==> src/rtl/multicycle_ctrl.sv <==
// Moore control FSM for the 16-bit multicycle datapath.
// Optional memory handshake stalls are enabled by defining MULTICYCLE_CTRL_MEM_WAIT_EN.
module multicycle_ctrl #(
  parameter int OPW  = 4,
  parameter int ST_W = 4
) (
  input  logic            clk,
  input  logic            rst,
  input  logic [OPW-1:0]  opcode,
  input  logic            zero,
  input  logic            mem_ready,
  output logic            pc_en,
  output logic            ir_write,
  output logic            i_or_d,
  output logic            mem_read,
  output logic            mem_write,
  output logic            reg_write,
  output logic            reg_dst,
  output logic            mem_to_reg,
  output logic            alu_src_a,
  output logic [1:0]      alu_src_b,
  output logic [1:0]      alu_op,
  output logic [1:0]      pc_src,
  output logic            illegal_op,
  output logic [ST_W-1:0] state
);

  typedef enum logic [ST_W-1:0] {
    FETCH   = 4'd0,
    DECODE  = 4'd1,
    MEMADR  = 4'd2,
    MEMRD   = 4'd3,
    MEMWB   = 4'd4,
    MEMWR   = 4'd5,
    EXEC    = 4'd6,
    ALUWB   = 4'd7,
    BRANCH  = 4'd8,
    JUMP    = 4'd9,
    ADDIEX  = 4'd10,
    ADDIWB  = 4'd11
  } state_t;

  localparam logic [OPW-1:0] OP_RTYPE = 4'd0;
  localparam logic [OPW-1:0] OP_LW    = 4'd1;
  localparam logic [OPW-1:0] OP_SW    = 4'd2;
  localparam logic [OPW-1:0] OP_BEQ   = 4'd3;
  localparam logic [OPW-1:0] OP_J     = 4'd4;
  localparam logic [OPW-1:0] OP_ADDI  = 4'd5;

  state_t state_q, state_d;
  logic   mem_ok;
  logic   pc_write, pc_write_cond;

`ifdef MULTICYCLE_CTRL_MEM_WAIT_EN
  assign mem_ok = mem_ready;
`else
  logic unused_mem_ready;
  assign unused_mem_ready = mem_ready;
  assign mem_ok           = 1'b1;
`endif

  always_ff @(posedge clk or posedge rst) begin
    if (rst) state_q <= FETCH;
    else     state_q <= state_d;
  end

  always_comb begin
    state_d       = state_q;
    pc_write      = 1'b0;
    pc_write_cond = 1'b0;
    ir_write      = 1'b0;
    i_or_d        = 1'b0;
    mem_read      = 1'b0;
    mem_write     = 1'b0;
    reg_write     = 1'b0;
    reg_dst       = 1'b0;
    mem_to_reg    = 1'b0;
    alu_src_a     = 1'b0;
    alu_src_b     = 2'd0;
    alu_op        = 2'd0;
    pc_src        = 2'd0;
    illegal_op    = 1'b0;
    case (state_q)
      FETCH: begin
        mem_read  = 1'b1;
        alu_src_b = 2'd1;
        ir_write  = mem_ok;
        pc_write  = mem_ok;
        if (mem_ok) state_d = DECODE;
      end
      DECODE: begin
        alu_src_b = 2'd3;
        case (opcode)
          OP_LW, OP_SW: state_d = MEMADR;
          OP_RTYPE:     state_d = EXEC;
          OP_BEQ:       state_d = BRANCH;
          OP_J:         state_d = JUMP;
          OP_ADDI:      state_d = ADDIEX;
          default: begin
            illegal_op = 1'b1;
            state_d    = FETCH;
          end
        endcase
      end
      MEMADR: begin
        alu_src_a = 1'b1;
        alu_src_b = 2'd2;
        state_d   = (opcode == OP_SW) ? MEMWR : MEMRD;
      end
      MEMRD: begin
        mem_read = 1'b1;
        i_or_d   = 1'b1;
        if (mem_ok) state_d = MEMWB;
      end
      MEMWB: begin
        reg_write  = 1'b1;
        mem_to_reg = 1'b1;
        state_d    = FETCH;
      end
      MEMWR: begin
        mem_write = 1'b1;
        i_or_d    = 1'b1;
        if (mem_ok) state_d = FETCH;
      end
      EXEC: begin
        alu_src_a = 1'b1;
        alu_op    = 2'd2;
        state_d   = ALUWB;
      end
      ALUWB: begin
        reg_write = 1'b1;
        reg_dst   = 1'b1;
        state_d   = FETCH;
      end
      BRANCH: begin
        alu_src_a     = 1'b1;
        alu_op        = 2'd1;
        pc_write_cond = 1'b1;
        pc_src        = 2'd1;
        state_d       = FETCH;
      end
      JUMP: begin
        pc_write = 1'b1;
        pc_src   = 2'd2;
        state_d  = FETCH;
      end
      ADDIEX: begin
        alu_src_a = 1'b1;
        alu_src_b = 2'd2;
        state_d   = ADDIWB;
      end
      ADDIWB: begin
        reg_write = 1'b1;
        state_d   = FETCH;
      end
      default: state_d = FETCH;
    endcase
    // Reset forces a quiet control word even though the register already reads FETCH.
    if (rst) begin
      pc_write      = 1'b0;
      pc_write_cond = 1'b0;
      ir_write      = 1'b0;
      i_or_d        = 1'b0;
      mem_read      = 1'b0;
      mem_write     = 1'b0;
      reg_write     = 1'b0;
      reg_dst       = 1'b0;
      mem_to_reg    = 1'b0;
      alu_src_a     = 1'b0;
      alu_src_b     = 2'd0;
      alu_op        = 2'd0;
      pc_src        = 2'd0;
      illegal_op    = 1'b0;
    end
  end

  assign pc_en = pc_write | (pc_write_cond & zero);
  assign state = state_q;

endmodule

==> config.mk <==
export PLATFORM = sky130hd
export DESIGN_NAME = multicycle_ctrl
export DESIGN_NICKNAME = d
export VERILOG_FILES = /design/src/rtl/multicycle_ctrl.sv
export SDC_FILE = /design/constraint.sdc
export NUM_CORES = 1
export LEC_CHECK = 0
export ABC_AREA = 1
export BUFFER_PORTS_ARGS = -buffer_cell sky130_fd_sc_hd__buf_4
export CELL_PAD_IN_SITES_DETAIL_PLACEMENT = 1
export CELL_PAD_IN_SITES_GLOBAL_PLACEMENT = 1
export CORE_AREA = 5 5 48 50
export CTS_BUF_LIST = sky130_fd_sc_hd__clkbuf_8
export DETAILED_ROUTE_END_ITERATION = 8
export DIE_AREA = 0 0 53 55
export PLACE_DENSITY = 0.74
export RECOVER_POWER = 50
export SLEW_MARGIN = 25
export SYNTH_ARGS = -nofsm -noshare
export SYNTH_HDL_FRONTEND = slang
export SYNTH_SLANG_ARGS = --single-unit
==> constraint.sdc <==
create_clock -name clk -period 1.5 [get_ports clk]
set_input_delay 0.3 -clock clk [delete_from_list [all_inputs] [get_ports clk]]
set_output_delay 0.3 -clock clk [all_outputs]
set_load 0.03 [all_outputs]
After elaboration in Yosys (flattened, before gate mapping)
Index checks and enable logic that the tools add are counted.
Widths: inputs -> output; s select.
{"block": "totals", "register_bits": 4, "out_inout_bits": 20, "wordCells": 61}
{"block": "op_classes", "n_eq_ne": 16, "muxes": 32, "n_bitwise": 2, "n_reduce_logical": 10}
{"op": "$eq 4x3->1 const B", "n": 6}
{"op": "$pmux 4 s6", "n": 1}
{"op": "$mux 1", "n": 23}
{"op": "$pmux 4 s5", "n": 1}
{"op": "$eq 4x2->1 const B", "n": 4}
{"op": "$eq 4x4->1 const B", "n": 4}
{"op": "$reduce_or 2->1", "n": 5}
{"op": "$eq 4x1->1 const B", "n": 2}
{"op": "$logic_not 4->1", "n": 2}
{"op": "$pmux 2 s2", "n": 2}
{"op": "$mux 2", "n": 3}
{"op": "$pmux 2 s3", "n": 1}
{"op": "$reduce_or 6->1", "n": 1}
{"op": "$reduce_or 4->1", "n": 1}
{"op": "$mux 3", "n": 1}
{"op": "$reduce_or 3->1", "n": 1}
{"op": "$and 1x1->1", "n": 1}
{"op": "$or 1x1->1", "n": 1}

Longest topological paths before layout
Gate-level depths: netlist of run 1.
{"block": "logic_depth", "depth_word": 5, "mapped_depth": 5}

Worst setup path after synthesis of run 1
Ideal clock, no wire load.
{"block": "synth_path", "path_type": "register to output", "start": "register state_q[1] (netlist: state[1])", "end": "output reg_write", "t_arrival_ns": 1.593, "path_slack_ns": -0.393, "path_stages_with_launch": 4, "n_path_buf": 0, "cell_sequence": "dfrtp_1 nor2_1 nand3_1 o21ai_0"}
{"block": "synth_between", "elab_chain_cells": 4, "elab_cells_between_ends": 6}
{"item": "start, declared", "line": "50", "source": "state_t state_q, state_d;"}
{"item": "start signal, assigned", "line": "64", "source": "else state_q <= state_d;"}
{"item": "$eq 4x3->1 / $eq 4x4->1 (equally long branches)", "line": "83", "source": "case (state_q)"}
{"item": "$reduce_or 3->1 (no source line) *"}
{"item": "$mux 1 *", "line": "83"}
{"item": "$mux 1 *", "line": "159", "source": "if (rst) begin"}
{"item": "end, declared", "line": "17", "source": "output logic reg_write,"}
Every way passes the cells marked *; elsewhere a longest branch is shown, timed or not.

Worst setup path after layout of run 1
{"block": "layout_path", "start": "register state_q[2] (netlist: state[2])", "end": "output alu_op[0]"}
{"block": "layout_between", "elab_chain_cells": 3, "elab_cells_between_ends": 4}
{"item": "$eq 4x4->1 / $eq 4x3->1 (equally long branches)", "line": "83"}
{"item": "$pmux 2 s2 *", "line": "83"}
{"item": "$mux 2 *", "line": "159"}
{"item": "end, declared", "line": "22", "source": "output logic [1:0] alu_op,"}
Marks and branches as above.

==> qor.yml, run 1 <==
status:
  status: "complete, but fails checks"
  violations: "setup timing"
flow_run:
  cap_viol_max_count: 0
clocking:
  cts_buffers: 3
  clock_latency_ns: 0.23
  cts_tree: "yes"
  path_clk_slew_ns: 0.04
  clock_sinks: 4
  cts_max_level: 1
  cts_buffer_depth: 2
  cts_root_buffer: "clkbuf_8"
  hold_buffers: 0
setup_path:
  cp.required_ns: 1.20
  critPathLaunchType: "register"
  r2r-start: "state[0]"
  r2r-end: "state[1]"
  slowest_stage: "dfrtp_2"
  worstPathMaxFanout: 4
  cp_top_family: "simple AND/OR/NAND/NOR gates"
  critical_path.cell_chain: "nor2_4, nand2_2, nor2_1, buf_4"
  rrSetupSlack_ns: 0.22
  critPathBufInv: 1
  path_class: "register to primary output"
  cpPeakStageDelay_ns: 0.46
  critPathCaptureType: "primary output"
  cp.arrival_ns: 1.39
  reg2reg_depth: 7
sta:
  fin_crit_ns: 1.69
  whs_ns: 0.458
  drv_slew: 0
  max_freq_mhz: 592
  slew_headroom_pct: 74.8
  rsz0062_at_grt: "yes"
  setup_viol: 16
  setup_slack_ns: -0.188
  worst_slew_pin_slew_ns: 0.377
  finalCritPeriodShare_pct: 113
  final_hold_viol_count: 0
  finClkSkew_ns: 0.00579
die:
  core_um2: 1860
  fp.dieW_um: 53
  die_y_um: 55
  initial_utilization_pct: 23.9
  row_count: 16
  ios: 28
  die_area_um2: 2920
routing:
  vias_per_cell: 4.85
  vias: 790
  drc: 0
  wire_per_inst_um: 18.3
  postRouteAntennaNets: 0
  routed_wl_um: 2990
  drt_iter0_drc: 14
  drtPass1Iterations: 4
cells_and_area:
  antenna_cells: 0
  multi_input_area_um2: 482
  drive_above_1_share_pct: 61.8
  seq_area_um2: 105
  fin_cells: 163
  nFillCells: 240
  largest_reg_flops: 4
  syn_to_final_growth_pct: 153
  nets: 145
power:
  p_sw_share_pct: 52.8
  pwr-share-comb_pct: 78.3
  pwr-share-clk_pct: 10.7
  switchingPower_mw: 1.24
  power.leakage_nw: 0.570
  p_per_area_nw_per_um2: 2090
  seq_power_share_pct: 11.1
  power.internal_mw: 1.11
  peakVddDrop_uv: 1330
worst_hold_path:
  hold-path-endpoint: "state[1]"
  holdPathStages: 5
  hp-class: "input pin to register"
  hold_start: "opcode[3]"
global_route:
  grt_usage_pct: 19.2
  grt_pass1_wl_um: 3890
  grt_overflow: 0
  grt_max_degree: 12
  grt_pass1_vias: 831
  antenna_found_initial: 0
placement:
  dp.cells: 151
  place_congestion: 0.768
  dp_hpwl_um: 1590
  place_ws_ns: 0.0177
  numPortBuffers: 26
synth:
  syn_nets: 96
  netlist_instances: 88
  ys_ff_latch: 4
  synth_top_area_share_pct: 22.8
  yosysTopAreaCell: "nand2_1"
  yosysSeqAreaShare_pct: 22.5
  synthTopCellsByArea: "nand2_1, dfrtp_1, nor2_1"
  syn-cell-area_um2: 445
  syn_area_per_cell_um2: 5.06
  ys.warnings.count: 0
  synth.distinct_cells: 12
[metal layers]
| layer | up-vias | part of all wire (%) | GRT usage [%] |
|---|---|---|---|
| met5 | - | 0 | 0 |
| met4 | 0 | 2.6 | 15.7 |
| met3 | 9 | 3.6 | 1.88 |
| met2 | 35 | 57 | 36.4 |
| met1 | 380 | 37 | 19.1 |
| li1 | 366 | - | - |
[Yosys cell counts]
master	instances
nand2_1	27
o21ai_0	4
nand3_1	10
clkbuf_1	1
nor3_1	3
nand2_2	1
nor2_2	1
nor2_1	22
dfrtp_1	4
a21oi_1	1
nand4_1	1
inv_1	13
[placed cells by master, fill, tap and decap left out]
cell type	count
a21oi_4	1
buf_4	27
buf_6	17
clkbuf_1	1
clkbuf_8	3
dfrtp_2	4
inv_1	8
inv_2	3
inv_4	2
inv_8	1
nand2_1	20
nand2_2	4
nand2_4	2
nand2_8	2
nand3_1	7
nand3_2	1
nand3_4	2
nand4_1	1
nor2_1	13
nor2_2	3
nor2_4	7
nor3_2	1
nor3_4	2
o21ai_0	1
o21ai_1	1
o21ai_2	2
[area by class of cell]
type                       instances  area share [%]
clock buffer                       3            3.67
clock inverter                     1           0.334
inverter                          13            5.45
multi-input combinational         70            42.8
sequential                         4            9.34
tap                               27            3.00
timing repair buffer              45            35.4
[worst register-to-register path: cells and delay by family, from the launching register on]
family                 cells  cell delay, ns
flip-flops                 1            0.45
buffers and inverters      3            0.43
AND/OR/NAND/NOR            4            0.27
[power by group through the flow]
| stage | combinational [mW] | sequential, mW | clock (mW) |
|---|---|---|---|
| final | 1.84 | 0.260 | 0.251 |
| after global routing | 1.93 | 0.265 | 0.265 |
| after CTS | 1.57 | 0.255 | 0.246 |
| after detailed placement | 1.21 | 0.217 | 0 |
| after global placement | 1.19 | 0.212 | 0 |
| after floorplan | 0.626 | 0.288 | 0 |
[worst max path at each step]
stage	from	to	slack, ns	cells after the start
floorplan	state[0]	reg_write	-0.16	3
global placement	state[1]	pc_en	0.04	5
detailed placement	state[3]	i_or_d	0.02	6
CTS	state[0]	alu_src_a	-0.10	4
global route	state[0]	alu_op[1]	-0.22	5
finish	state[2]	alu_op[0]	-0.19	4
[repair_timing]
action | 4_1_cts | 5_1_grt
setup buffers | 2 | 6
pin swaps | 3 | 3
endpoints found under the setup margin | 16 | 16
gates resized for setup | 50 | 11
[cell families (layout without fill, tap and decap cells)]
kind of cell	count (synthesis)	after routing	share of synthesized area, %
AOI/OAI and AO/OA	5	5	5.62
DFF	4	4	22.5
and+or+nand+nor	65	65	60.1
buffers and inverters	14	62	11.8
[through the flow]
step	cell area [um^2]	utilization, %	total power, mW	setup TNS, ns
floorplan	504	-	0.915	-0.569
global placement	812	43.6	1.40	0
detailed placement	812	43.6	1.43	0
CTS	1040	55.6	2.07	-1.07
global route	1120	60.4	2.46	-2.62
finish	1120	60.4	2.35	-1.91
Note: power is estimated with default switching activity, not from simulation.
==> run 2, diff against run 1 <==
--- a/config.mk
+++ b/config.mk
@@ -15,6 +15,7 @@
 export DIE_AREA = 0 0 53 55
 export PLACE_DENSITY = 0.74
 export RECOVER_POWER = 50
+export REMOVE_ABC_BUFFERS = 1
 export SLEW_MARGIN = 25
 export SYNTH_ARGS = -nofsm -noshare
 export SYNTH_HDL_FRONTEND = slang
==> qor.yml, run 2 (synthesized netlist as in run 1, its figures left out) <==
status:
  status: "complete, but fails checks"
  violations: "setup timing"
cells_and_area:
  largest_reg_flops: 4  # unchanged
  seq_area_um2: 104  # -1.2%
  antenna_cells: 0  # unchanged
  post-route-util_pct: 59.3  # -1.1 points
  syn_to_final_growth_pct: 148
  nFillCells: 248  # +3.3%
  drive_above_1_share_pct: 61.6  # -0.17 points
  fin_cells: 165  # +1.2%
  finalInstanceArea_um2: 1100  # -1.9%
  final_common_cell: "buf_4"
  multi_input_area_um2: 458  # -4.9%
  nets: 148  # +2.1%
  mostFrequentLayoutCells: "buf_4, nand2_1, nor2_1"
global_route:
  grt_overflow: 0  # unchanged
  grt_pass1_vias: 806  # -3.0%
  grt_usage_pct: 17.2  # -2.0 points
  grt_max_degree: 12  # unchanged
  grt_pass1_wl_um: 3630  # -6.7%
  antenna_found_initial: 0  # unchanged
setup_path:
  path_class: "register to primary output"
  critPathCaptureType: "primary output"
  cp.required_ns: 1.20  # about the same
  critPathLaunchType: "register"
  cp.arrival_ns: 1.38  # about the same
  worstPathMaxFanout: 5  # +1
power:
  power.internal_mw: 1.13  # +2.4%
  pwr-share-clk_pct: 9.8  # -0.9 points
  switchingPower_mw: 1.26  # +1.4%
  pwr-share-comb_pct: 79.8  # +1.5 points
  power.leakage_nw: 0.575  # +0.91%
  seq_power_share_pct: 10.4  # -0.7 points
  finalPower_mw: 2.39  # +1.9%
  p_per_area_nw_per_um2: 2170  # +3.8%
  peakVddDrop_uv: 1580  # +19%
  p_sw_share_pct: 52.6  # -0.24 points
sta:
  drv_slew: 0  # unchanged
  worst_slew_pin_slew_ns: 0.401  # +0.0233 ns
  rsz0062_at_grt: "yes"
  finClkSkew_ns: 0.00873  # +0.00295 ns
  finalCritPeriodShare_pct: 112  # -0.58 points
  whs_ns: 0.435  # -0.0229 ns
  final_hold_viol_count: 0  # unchanged
  fin_crit_ns: 1.68  # -0.00875 ns
  setup_viol: 16  # unchanged
  fin_tns_setup_ns: -1.81  # +0.108 ns
  slew_headroom_pct: 73.3  # -1.6 points
  max_freq_mhz: 595  # +0.52%
  setup_slack_ns: -0.180  # +0.00875 ns
placement:
  place_congestion: 0.893  # +16%
  dpl-instance-area_um2: 746  # -8.2%
  numPortBuffers: 26  # unchanged
  dp_hpwl_um: 1490  # -6.5%
  place_ws_ns: 0.0630  # +0.0452 ns
  dp.cells: 150  # -0.66%
die:
  row_count: 16  # unchanged
  die_y_um: 55  # unchanged
  core_um2: 1860  # unchanged
  fp.dieW_um: 53  # unchanged
  ios: 28  # unchanged
  die_area_um2: 2920  # unchanged
  initial_utilization_pct: 23.9  # unchanged
routing:
  drtPass1Iterations: 4  # unchanged
  drt_iter0_drc: 8  # -6
  vias: 766  # -3.0%
  routed_wl_um: 2780  # -6.9%
  vias_per_cell: 4.64  # -4.2%
  drc: 0  # unchanged
  postRouteAntennaNets: 0  # unchanged
  wire_per_inst_um: 16.9  # -8.1%
clocking:
  cts_max_level: 1  # unchanged
  path_clk_slew_ns: 0.04  # about the same
  clock_latency_ns: 0.22  # about the same
  clock_sinks: 4  # unchanged
  cts_tree: "yes"
  cts_buffer_depth: 2  # unchanged
  cts_root_buffer: "clkbuf_8"
  cts_buffers: 3  # unchanged
worst_hold_path:
  hp-class: "input pin to async pin"
flow_run:
  cap_viol_max_count: 0  # unchanged
[run 2: final timing paths]
kind	cells past startpoint	endpoint	start	slack, ns
max	6	i_or_d	state[0]	-0.18
min	3	state[2]	rst	0.43
max reg2reg	7	state[2]	state[0]	0.01
min reg2reg	4	state[3]	state[0]	0.84
max in group asynchronous	3	state[1]	rst	0.85
min in group clk	5	state[1]	opcode[3]	0.45
[run 2: per-layer routing]
metal | global-route usage [%] | vias to the layer above | share of wire, %
li1 | - | 375 | -
met1 | 17.7 | 363 | 39
met2 | 34.3 | 24 | 54
met3 | 1.88 | 4 | 4.9
met4 | 8.51 | 0 | 1.7
met5 | 0 | - | 0
[run 2: area by class of cell]
class                           count  share of cell area [%]
Clock buffer                        3                    3.74
Timing Repair Buffer               48                    36.7
Sequential cell                     4                    9.41
Tap cell                           27                    3.06
Inverter                           13                    5.56
Multi-Input combinational cell     70                    41.5
[run 2: worst max-delay path, cell delays in order (launching register included)]
cell and delay [ns]:
dfrtp_2 0.46, buf_4 0.15, nand2_4 0.06, nor2_4 0.13
nand2_1 0.11, o21ai_2 0.09, buf_6 0.15
[run 2: power by group through the flow]
stage                     Combinational, mW  Sequential, mW  Clock (mW)
after floorplan                       0.548           0.280           0
after global placement                 1.14           0.190           0
after detailed placement               1.15           0.192           0
after CTS                              1.44           0.209       0.227
after global routing                   1.99           0.260       0.256
final                                  1.91           0.250       0.235
[run 2: what timing repair did]
item | 4_1_cts | 5_1_grt
hold buffers | 0 | 0
setup buffers | 6 | 6
gates resized for setup | 35 | 36
setup endpoints to repair | 16 | 16
pin swaps | 12 | 13
